$ cat src/rtl/ifetch_queue_ctrl.sv
// Fetch-side controller: owns the PC, issues dual-word IMEM reads and queues instruction pairs for decode.
// Vectors are [WORD-1:0]; MSB-first bit k of the pair-address description is bit WORD-1-k here.
module ifetch_queue_ctrl #(
    parameter int              WORD  = 32,
    parameter int              DEPTH = 4,
    parameter logic [WORD-1:0] NOP   = WORD'(32'h0020_0000)
) (
    input  logic            clk,
    input  logic            reset,
    input  logic            stop_and_signal,
    input  logic            branch_taken,
    input  logic [WORD-1:0] BTA,
    output logic            imem_rd_en,
    output logic [WORD-1:0] imem_addr,
    input  logic [WORD-1:0] imem_data1,
    input  logic [WORD-1:0] imem_data2,
    output logic            dec_valid,
    input  logic            dec_ready,
    output logic [WORD-1:0] dec_instr1,
    output logic [WORD-1:0] dec_instr2,
    output logic [WORD-1:0] dec_pc,
    output logic [WORD-1:0] fetch_pc,
    output logic            halted
);

    // state | meaning
    // RUN   | fetching and delivering pairs to decode
    // HALT  | stopped after stop_and_signal; left only by reset
    typedef enum logic {RUN, HALT} state_t;

    localparam int PW = $clog2(DEPTH);
    localparam int CW = PW + 1;

    state_t          state_q, state_d;
    logic [WORD-1:0] pc_q;
    logic            inflight_q;
    logic            inflight_odd_q;
    logic [WORD-1:0] inflight_base_q;

    logic [WORD-1:0] q_instr1 [DEPTH];
    logic [WORD-1:0] q_instr2 [DEPTH];
    logic [WORD-1:0] q_pc     [DEPTH];
    logic [PW-1:0]   rd_ptr, wr_ptr;
    logic [CW-1:0]   count;

    logic            issue, flush, push, pop;
    logic [CW-1:0]   credit;

    logic unused_bta;
    assign unused_bta = ^BTA[1:0];

    // The in-flight read holds a slot so a response always has room.
    assign credit = count + CW'(inflight_q);

    always_comb begin
        state_d   = state_q;
        issue     = 1'b0;
        flush     = 1'b0;
        dec_valid = 1'b0;
        case (state_q)
            RUN: begin
                if (stop_and_signal) begin
                    state_d = HALT;
                end else begin
                    dec_valid = (count != '0);
                    if (branch_taken) begin
                        flush = 1'b1;
                    end else if (credit < CW'(DEPTH)) begin
                        issue = 1'b1;
                    end
                end
            end
            HALT: begin
                state_d = HALT;
            end
            default: begin
                state_d = RUN;
            end
        endcase
        if (reset) begin
            issue = 1'b0;
        end
    end

    assign imem_rd_en = issue;
    assign imem_addr  = {pc_q[WORD-1:3], 3'b000};
    assign pop        = dec_valid && dec_ready;
    // A response landing in the branch cycle belongs to the old stream.
    assign push       = inflight_q && !flush;

    always_ff @(posedge clk) begin
        if (reset) begin
            state_q         <= RUN;
            pc_q            <= '0;
            inflight_q      <= 1'b0;
            inflight_odd_q  <= 1'b0;
            inflight_base_q <= '0;
            rd_ptr          <= '0;
            wr_ptr          <= '0;
            count           <= '0;
            for (int i = 0; i < DEPTH; i++) begin
                q_instr1[i] <= '0;
                q_instr2[i] <= '0;
                q_pc[i]     <= '0;
            end
        end else begin
            state_q    <= state_d;
            inflight_q <= issue;
            if (issue) begin
                inflight_odd_q  <= pc_q[2];
                inflight_base_q <= imem_addr;
            end

            if (flush) begin
                pc_q <= {BTA[WORD-1:2], 2'b00};
            end else if (issue) begin
                pc_q <= pc_q + (pc_q[2] ? WORD'(4) : WORD'(8));
            end

            if (flush) begin
                rd_ptr <= '0;
                wr_ptr <= '0;
                count  <= '0;
            end else begin
                if (push) begin
                    q_instr1[wr_ptr] <= inflight_odd_q ? NOP : imem_data1;
                    q_instr2[wr_ptr] <= imem_data2;
                    q_pc[wr_ptr]     <= inflight_base_q;
                    wr_ptr           <= wr_ptr + PW'(1);
                end
                if (pop) begin
                    rd_ptr <= rd_ptr + PW'(1);
                end
                case ({push, pop})
                    2'b10:   count <= count + CW'(1);
                    2'b01:   count <= count - CW'(1);
                    default: count <= count;
                endcase
            end
        end
    end

    assign dec_instr1 = q_instr1[rd_ptr];
    assign dec_instr2 = q_instr2[rd_ptr];
    assign dec_pc     = q_pc[rd_ptr];
    assign fetch_pc   = pc_q;
    assign halted     = (state_q == HALT);

endmodule
$ cat config.mk
export PLATFORM = sky130hd
export DESIGN_NAME = ifetch_queue_ctrl
export DESIGN_NICKNAME = d
export VERILOG_FILES = /design/src/rtl/ifetch_queue_ctrl.sv
export SDC_FILE = /design/constraint.sdc
export NUM_CORES = 1
export LEC_CHECK = 0
export CORE_MARGIN = 5
export CORE_UTILIZATION = 50
export CTS_CLUSTER_SIZE = 25
export DETAILED_ROUTE_END_ITERATION = 8
export GPL_TIMING_DRIVEN = 0
export PLACE_DENSITY = 0.84
export SYNTH_ARGS = -nofsm -noshare
export SYNTH_HDL_FRONTEND = slang
export SYNTH_SLANG_ARGS = --single-unit
export TNS_END_PERCENT = 1
$ cat constraint.sdc
create_clock -name clk -period 5.65 [get_ports clk]
set_input_delay 1.695 -clock clk [delete_from_list [all_inputs] [get_ports clk]]
set_output_delay 1.695 -clock clk [all_outputs]
set_load 0.02 [all_outputs]
Yosys cells after proc, flatten, opt, wreduce, memory -nomap -nowiden
Memory sizes are Yosys's and may differ from the RTL's. A register that Yosys moved wholly into a read port is not among the register bits.
Index checks and enable logic that the tools add are counted.
{"block": "op_classes", "addsub": 6, "reduce_logical": 10, "order_cmp": 1, "n_bitwise": 1, "muxes": 38, "eq_ne": 2}
{"cell": "$mux W32", "n": 5}
{"cell": "$reduce_or A32 Y1", "n": 2}
{"cell": "$add A32 B4 Y32", "n": 1}
{"cell": "$mux W29", "n": 1}
{"cell": "$reduce_or A29 Y1", "n": 1}
{"cell": "$mux W1", "n": 20}
{"cell": "$mux W2", "n": 9}
{"cell": "$pmux W3 S2", "n": 1}
{"cell": "$add A2 B1 Y2 const B", "n": 2}
{"cell": "$mux W4", "n": 1}
{"cell": "$reduce_bool A2 Y1", "n": 2}
{"cell": "$add A3 B1 Y3", "n": 1}
{"cell": "$add A3 B1 Y3 const B", "n": 1}
{"cell": "$lt A3 B3 Y1 const B", "n": 1}
{"cell": "$reduce_bool A3 Y1", "n": 1}
{"cell": "$sub A3 B1 Y3 const B", "n": 1}
{"cell": "$eq A2 B1 Y1 const B", "n": 1}
{"cell": "$eq A2 B2 Y1 const B", "n": 1}
{"cell": "$logic_and A1 B1 Y1", "n": 2}
{"cell": "$pmux W1 S2", "n": 1}
{"cell": "$reduce_or A2 Y1", "n": 1}
{"cell": "$logic_not A1 Y1", "n": 1}
{"cell": "$not A1 Y1", "n": 1}
{"block": "word_totals", "wordCells": 70, "regBits": 71, "memories": 3, "ramBits": 372, "out_inout_bits": 163, "in_bits": 101}
{"name": "q_instr1", "words": 4, "word_bits": 32, "rd": 1, "rd_ports_with_merged_regs": 1, "write_ports": 4, "line_no": "40", "source": "logic [WORD-1:0] q_instr1 [DEPTH];"}
{"name": "q_instr2", "words": 4, "word_bits": 32, "rd": 1, "rd_ports_with_merged_regs": 1, "write_ports": 4, "line_no": "41", "source": "logic [WORD-1:0] q_instr2 [DEPTH];"}
{"name": "q_pc", "words": 4, "word_bits": 29, "rd": 1, "rd_ports_with_merged_regs": 1, "write_ports": 4, "line_no": "42", "source": "logic [WORD-1:0] q_pc [DEPTH];"}

Longest topological paths before layout
{"block": "logic_depth", "ltp_word": 11, "mapped_depth": 11, "depth_no_buf": 9}

Worst setup path after synthesis
Ideal clock, no wire load.
{"block": "synth_path", "path_kind": "in2reg", "from": "input port branch_taken", "to": "memory q_instr1[1][0], enable pin", "t_required_ns": 5.183, "path_stages": 5, "arrival_ns": 4.706, "slack_ns": 0.477, "setup_time_ns": 0.467, "n_path_buf": 1, "cell_sequence": "nor3b_1 -> or2_2 -> or3_1 -> clkbuf_1 -> nand2b_1"}
{"element": "from (decl)", "line_no": "11", "source": "input logic branch_taken,"}
{"element": "to (decl)", "line_no": "40"}

Final worst setup path
{"block": "layout_path", "from": "input port stop_and_signal", "to": "output port imem_rd_en"}
{"block": "layout_via", "elab_chain_len": 3}
{"element": "from (decl)", "line_no": "10", "source": "input logic stop_and_signal,"}
{"element": "$mux W1", "line_no": "62", "source": "if (stop_and_signal) begin"}
{"element": "$mux W1", "line_no": "60", "source": "case (state_q)"}
{"element": "$mux W1", "line_no": "80", "source": "if (reset) begin"}
{"element": "to (decl)", "line_no": "13", "source": "output logic imem_rd_en,"}
Every way passes these cells.

==> results.cfg <==
[status]
outcome = complete, no violations

[synthesis]
synth_ff_type = edfxtp_1
netlist_area_mm2 = 0.0193
async_reset_ff_share_pct = 0
synth.yosys.warnings = 0
yosysSeqAreaShare_pct = 65.1
avgSynthCellArea_um2 = 14.0
ys_ff_latch = 443
synth_cells = 1380
yosysUniqueCellTypes = 61
synth_edf_count = 372

[power_and_ir_drop]
ir_drop_mv = 0.207
powerDensity_mw_per_mm2 = 306
leakage_nw = 8.91

[sta]
setup_violations = 0
fin_tns_setup_ps = 0
whs_ps = 488
relSlewSlack_pct = 5.26
min_period_ps = 5250
hold_viol_final = 0
clock_skew_ps = 12.7
finalMaxSlewViolations = 0
fmax_mhz = 190
rsz0062_at_grt = no
tightest_slew_ps = 1410
min_period_over_period_pct = 92.9

[drt]
finalWirelength_mm = 48.5
wl_per_cell_um = 21.6
dr.first_iter.drc_count = 957
first_pass_iters = 7
ant_nets = 0
drc = 0
vias = 12500
drt-vias-per-instance = 5.57

[cells_and_area]
nets = 1795
post-route-util_pct = 63.2
area_growth_pct = 25.8
final_cell_area_mm2 = 0.0243
drive_above_1_share_pct = 13.4
final_cells = 2246

[place]
numPlacedInstances = 2162
place_area_mm2 = 0.0227
port_buffers = 253
gp_congestion = 0.925
dp_hpwl_mm = 32.0

[die]
coreArea_mm2 = 0.0385
start_util_pct = 50.3
dieArea_mm2 = 0.0427
chipWidth_um = 207
num_rows = 72
die_h_um = 207
ios = 264

[critical_path]
reg2reg_from = halted
critPathSlowestCell = clkdlybuf4s50_1
worst-path-max-fanout = 17
path_class = input pin to primary output
r2r_setup_slack_ps = 2000
cp-end-kind = primary output
cp-endpoint = imem_rd_en
slowest_delay_ps = 480
reg2reg_depth = 6
cp.arrival_ps = 3550
startpoint = stop_and_signal
path_cells = clkdlybuf4s50_1 -> nor4_4 -> o21ai_4 -> clkinv_2 -> clkbuf_2 -> dlymetal6s2s_1
critPathRequiredTime_ps = 3950
reg2reg_to = q_instr2[2][15]
cp-start-kind = input pin

[flow_run]
max_cap_violations = 0

[worst_hold_path]
hold_path_class = register to register
holdPathStages = 2

[cts]
cts_max_level = 2
cts_sinks = 443
cts_tree = yes
clock_latency_ps = 550
cts_root_buf = clkbuf_16
clk_pin_slew_ps = 60
clockBufferDepth = 3
numCtsBuffers = 45

[global_routing]
grt_first_pass_wirelength_mm = 74.5
track_usage_pct = 22.7
grt_max_degree = 56
grt-ovfl-total = 0
antenna_found_initial = 0
grt_pass1_vias = 13000
critical path, delay by kind of cell:
family / cells / cell delay (ps)
AND/OR/NAND/NOR: 1 / 410
buffers and inverters: 4 / 1240
AO/OA/AOI/OAI: 1 / 200
layer usage:
metal	vias to the layer above	global-route usage [%]	routed length (um)
met5	-	0	0
met4	0	6.08	1130
met3	80	3.89	3750
met2	583	39.0	24500
met1	6245	30.4	19100
li1	5605	-	-
flip-flops by register name (all words and copies together), names as in the netlist, named ones only:
name / count
halted: 1
inflight_q: 1
inflight_base_q: 29
q_pc: 116
count: 3
rd_ptr: 2
q_instr1: 128
wr_ptr: 2
q_instr2: 128
inflight_odd_q: 1
fetch_pc: 30
layout make-up:
type	count	area [um^2]
Antenna cell	1	2.50
Buffer	126	623
Clock buffer	61	1310
Clock inverter	23	293
Fill cell	2770	14200
Inverter	41	155
Multi-Input combinational cell	776	6040
Sequential cell	443	12600
Tap cell	518	648
Timing Repair Buffer	257	2650
cell families after synthesis:
logic type | after synthesis | share of synthesized area [%]
multiplexers | 95 | 10.9
buffers and inverters | 168 | 4.03
XOR/XNOR | 22 | 0.997
adder cells (fa/ha/maj) | 4 | 0.298
AO/OA/AOI/OAI | 85 | 2.87
AND/OR/NAND/NOR | 562 | 15.7
other | 1 | 0.0194
flip-flops | 443 | 65.1
worst min path at each step:
stage	start	to	slack (ps)
global placement	inflight_base_q[25]	inflight_base_q[25]	470
floorplan	inflight_odd_q	inflight_odd_q	450
CTS	inflight_base_q[7]	inflight_base_q[7]	490
global route	inflight_base_q[18]	inflight_base_q[18]	520
detailed placement	inflight_base_q[7]	inflight_base_q[7]	480
finish	inflight_base_q[14]	inflight_base_q[14]	490
cells in the final DEF, fill, tap and decap left out, types with 4 or more instances in the layout:
cell type	n
xor2_1	10
buf_4	37
buf_1	14
dfxtp_1	71
bufinv_16	7
clkinv_2	12
o21ai_0	8
xnor2_1	12
clkbuf_1	79
buf_16	4
or3_1	5
and2_1	217
nor4_1	5
clkbuf_16	49
edfxtp_1	372
clkdlybuf4s50_1	252
and3_1	63
nor3_1	7
clkbuf_8	4
nand2_1	114
mux4_2	93
a211oi_1	12
nand3_1	8
conb_1	8
nand4_1	9
nor2_1	108
inv_1	40
a21oi_1	38
where the power goes:
part	switching, W	internal (W)
registers	0.0000637	0.00365
clock network	0.00122	0.00195
logic	0.000293	0.000254
per-stage QoR:
stage	setup WS (ps)	total power [W]
2_1_floorplan	477	0.00403
3_3_place_gp	-2580	0.00432
3_5_place_dp	-730	0.00433
4_1_cts	42.8	0.00748
5_1_grt	151	0.00766
6_report	400	0.00743
synth_stat cells, types with 2 or more instances:
cell	number	share of area (%)
nand2_1	114	2.2
and4_1	3	0.14
nor4_2	3	0.19
a31oi_1	3	0.097
nor3_1	7	0.18
nand2b_1	3	0.097
and2_1	217	7.0
inv_1	40	0.78
or3_1	5	0.16
buf_1	14	0.27
nor2_1	108	2.1
ha_1	3	0.19
o211ai_1	2	0.078
xnor2_1	12	0.54
buf_4	37	1.4
a311oi_1	2	0.091
o311a_1	2	0.10
a211oi_2	2	0.13
a21oi_1	38	0.98
buf_2	2	0.052
dfxtp_1	71	7.4
nand3_1	8	0.21
nor4_4	2	0.22
or2_2	3	0.097
a2bb2oi_1	3	0.14
a211oi_1	12	0.47
nor3b_1	3	0.12
and3_1	63	2.0
nand4_1	9	0.29
o21ai_0	8	0.21
nor2b_1	2	0.065
clkbuf_1	73	1.4
mux4_2	93	11
edfxtp_1	372	58
xor2_1	10	0.45
nor4_1	6	0.19
what timing repair did:
item / CTS / global route
gates resized for setup: 5 / 1
hold buffers: 0 / 0
setup endpoints to repair: 1 / 1
setup buffers: 0 / 0
(Power assumes the default switching activity.)
==> edit: new RTL, same settings <==
`WORD`: 32 -> 16.
--- a/src/rtl/ifetch_queue_ctrl.sv
+++ b/src/rtl/ifetch_queue_ctrl.sv
@@ -1,7 +1,7 @@
 // Fetch-side controller: owns the PC, issues dual-word IMEM reads and queues instruction pairs for decode.
 // Vectors are [WORD-1:0]; MSB-first bit k of the pair-address description is bit WORD-1-k here.
 module ifetch_queue_ctrl #(
-    parameter int              WORD  = 32,
+    parameter int              WORD  = 16,
     parameter int              DEPTH = 4,
     parameter logic [WORD-1:0] NOP   = WORD'(32'h0020_0000)
 ) (
Interface: changed (8 resized); port bits go from 264 to 136. The function was not compared with the original's and may differ.
==> edit against the unedited design <==
Setup slack worse by 220 ps; clock power down 56%; power down 53%; wire length down 57%; synthesized area down 50%; cell count down 49%; sequential cell count down 224; sequential power down 51%; cell area down 51%.
==> edit: results (changes against the unedited design) <==
Detailed routing
  • Met2 WL: 10500 µm (-57%)
  • Vias per cell: 5.33 (-4.4%)
  • Iteration-0 DRC count of the detailed router: 293 (-69%)
  • Met3 WL: 1170 µm (-69%)
  • M1 WL: 8750 µm (-54%)
  • TritonRoute pass-1 iters: 5 (-2)

Synth
  • Synth top cells by count: edfxtp_1, nor2_1, nand2_1
  • Post-synth EDFFs: 180 (-52%)
  • Compound-cell area share of the yosys netlist: 3.61% (+0.74 points)
  • Synth Area in Adders: 0.600% (+0.30 points)
  • Largest cells by area after synthesis: edfxtp_1, mux4_2, dfxtp_1

Clock tree
  • Clk_lat worst skew: 490 ps (-60 ps)
  • CTS H-Tree Depth: 1 (-1)
  • CTS Buf Count: 22 (-51%)

Power
  • Maximum VDD drop: 0.193 mV (-6.9%)

Status
  • Status: finished clean

GRT
  • GR Util All Layers: 19.1% (-3.7 points)
  • Met1 Track Usage GR: 25.2% (-5.2 points)

Critical path
  • Critical path fanouts, max: 10 (-7)

Final layout
  • Share of layout cells above drive strength 1: 15.2% (+1.8 points)
  • # fillers: 1322 (-52%)

Timing
  • Clock skew: 10.5 ps (-2.25 ps)
  • Slew @ Worst Pin: 800 ps (-610 ps)

Place
  • Pre-CTS setup slack: -92.8 ps (+637 ps)
  • DP Wirelength: 14000 µm (-56%)
  • Dpl cell area: 11300 µm² (-50%)
edit: report_power, final:
| group | switching [mW] | internal, mW | total [mW] | leakage [nW] |
|---|---|---|---|---|
| logic | 0.150 | 0.135 | 0.284 | 2.00 |
| clock network | 0.574 | 0.841 | 1.41 | 0.358 |
| registers | 0.0275 | 1.80 | 1.83 | 2.17 |
edit: critical path, cell delays in order:
cell and delay, ps:
clkdlybuf4s50_1 510, nor4_4 340, o21ai_2 170, inv_1 220, buf_4 230, buf_2 220
dlygate4sd2_1 390
edit: kinds of logic (layout without fill, tap and decap cells):
logic type	after synthesis	in the layout
buf+inv	105	274
simple gates	284	284
xor+xnor	7	7
fa+ha+maj	4	4
compound gates	48	48
other cells	1	8
mux	49	49
flops	219	219
edit: worst paths after layout:
| check | end | slack, ps | cells after the start |
|---|---|---|---|
| max reg2reg | q_instr1[1][0] | 2760 | 5 |
| max | imem_rd_en | 180 | 7 |
| min reg2reg | inflight_base_q[11] | 460 | 2 |
| min | inflight_base_q[11] | 460 | 2 |
edit: area by class of cell:
type	instances	area (µm²)	share of cell area, %
plain buffers	67	357	2.97
clock buffers	38	699	5.83
clock inverters	2	15.0	0.125
inverters	38	143	1.19
multi-input cells	400	2940	24.5
flip-flops and latches	219	6190	51.6
well taps	260	325	2.71
repair buffers	129	1330	11.1
edit: timing repair:
| action | in CTS | in global routing |
|---|---|---|
| hold buffers | 0 | 0 |
| resized for setup | 1 | 0 |
| endpoints found under the setup margin | 1 | 0 |
edit: through the flow:
stage	utilization, %	instances
floorplan	-	724
global route	63.7	1153
global placement	59.5	1109
finish	63.7	1153
CTS	63.7	1153
detailed placement	59.9	1113
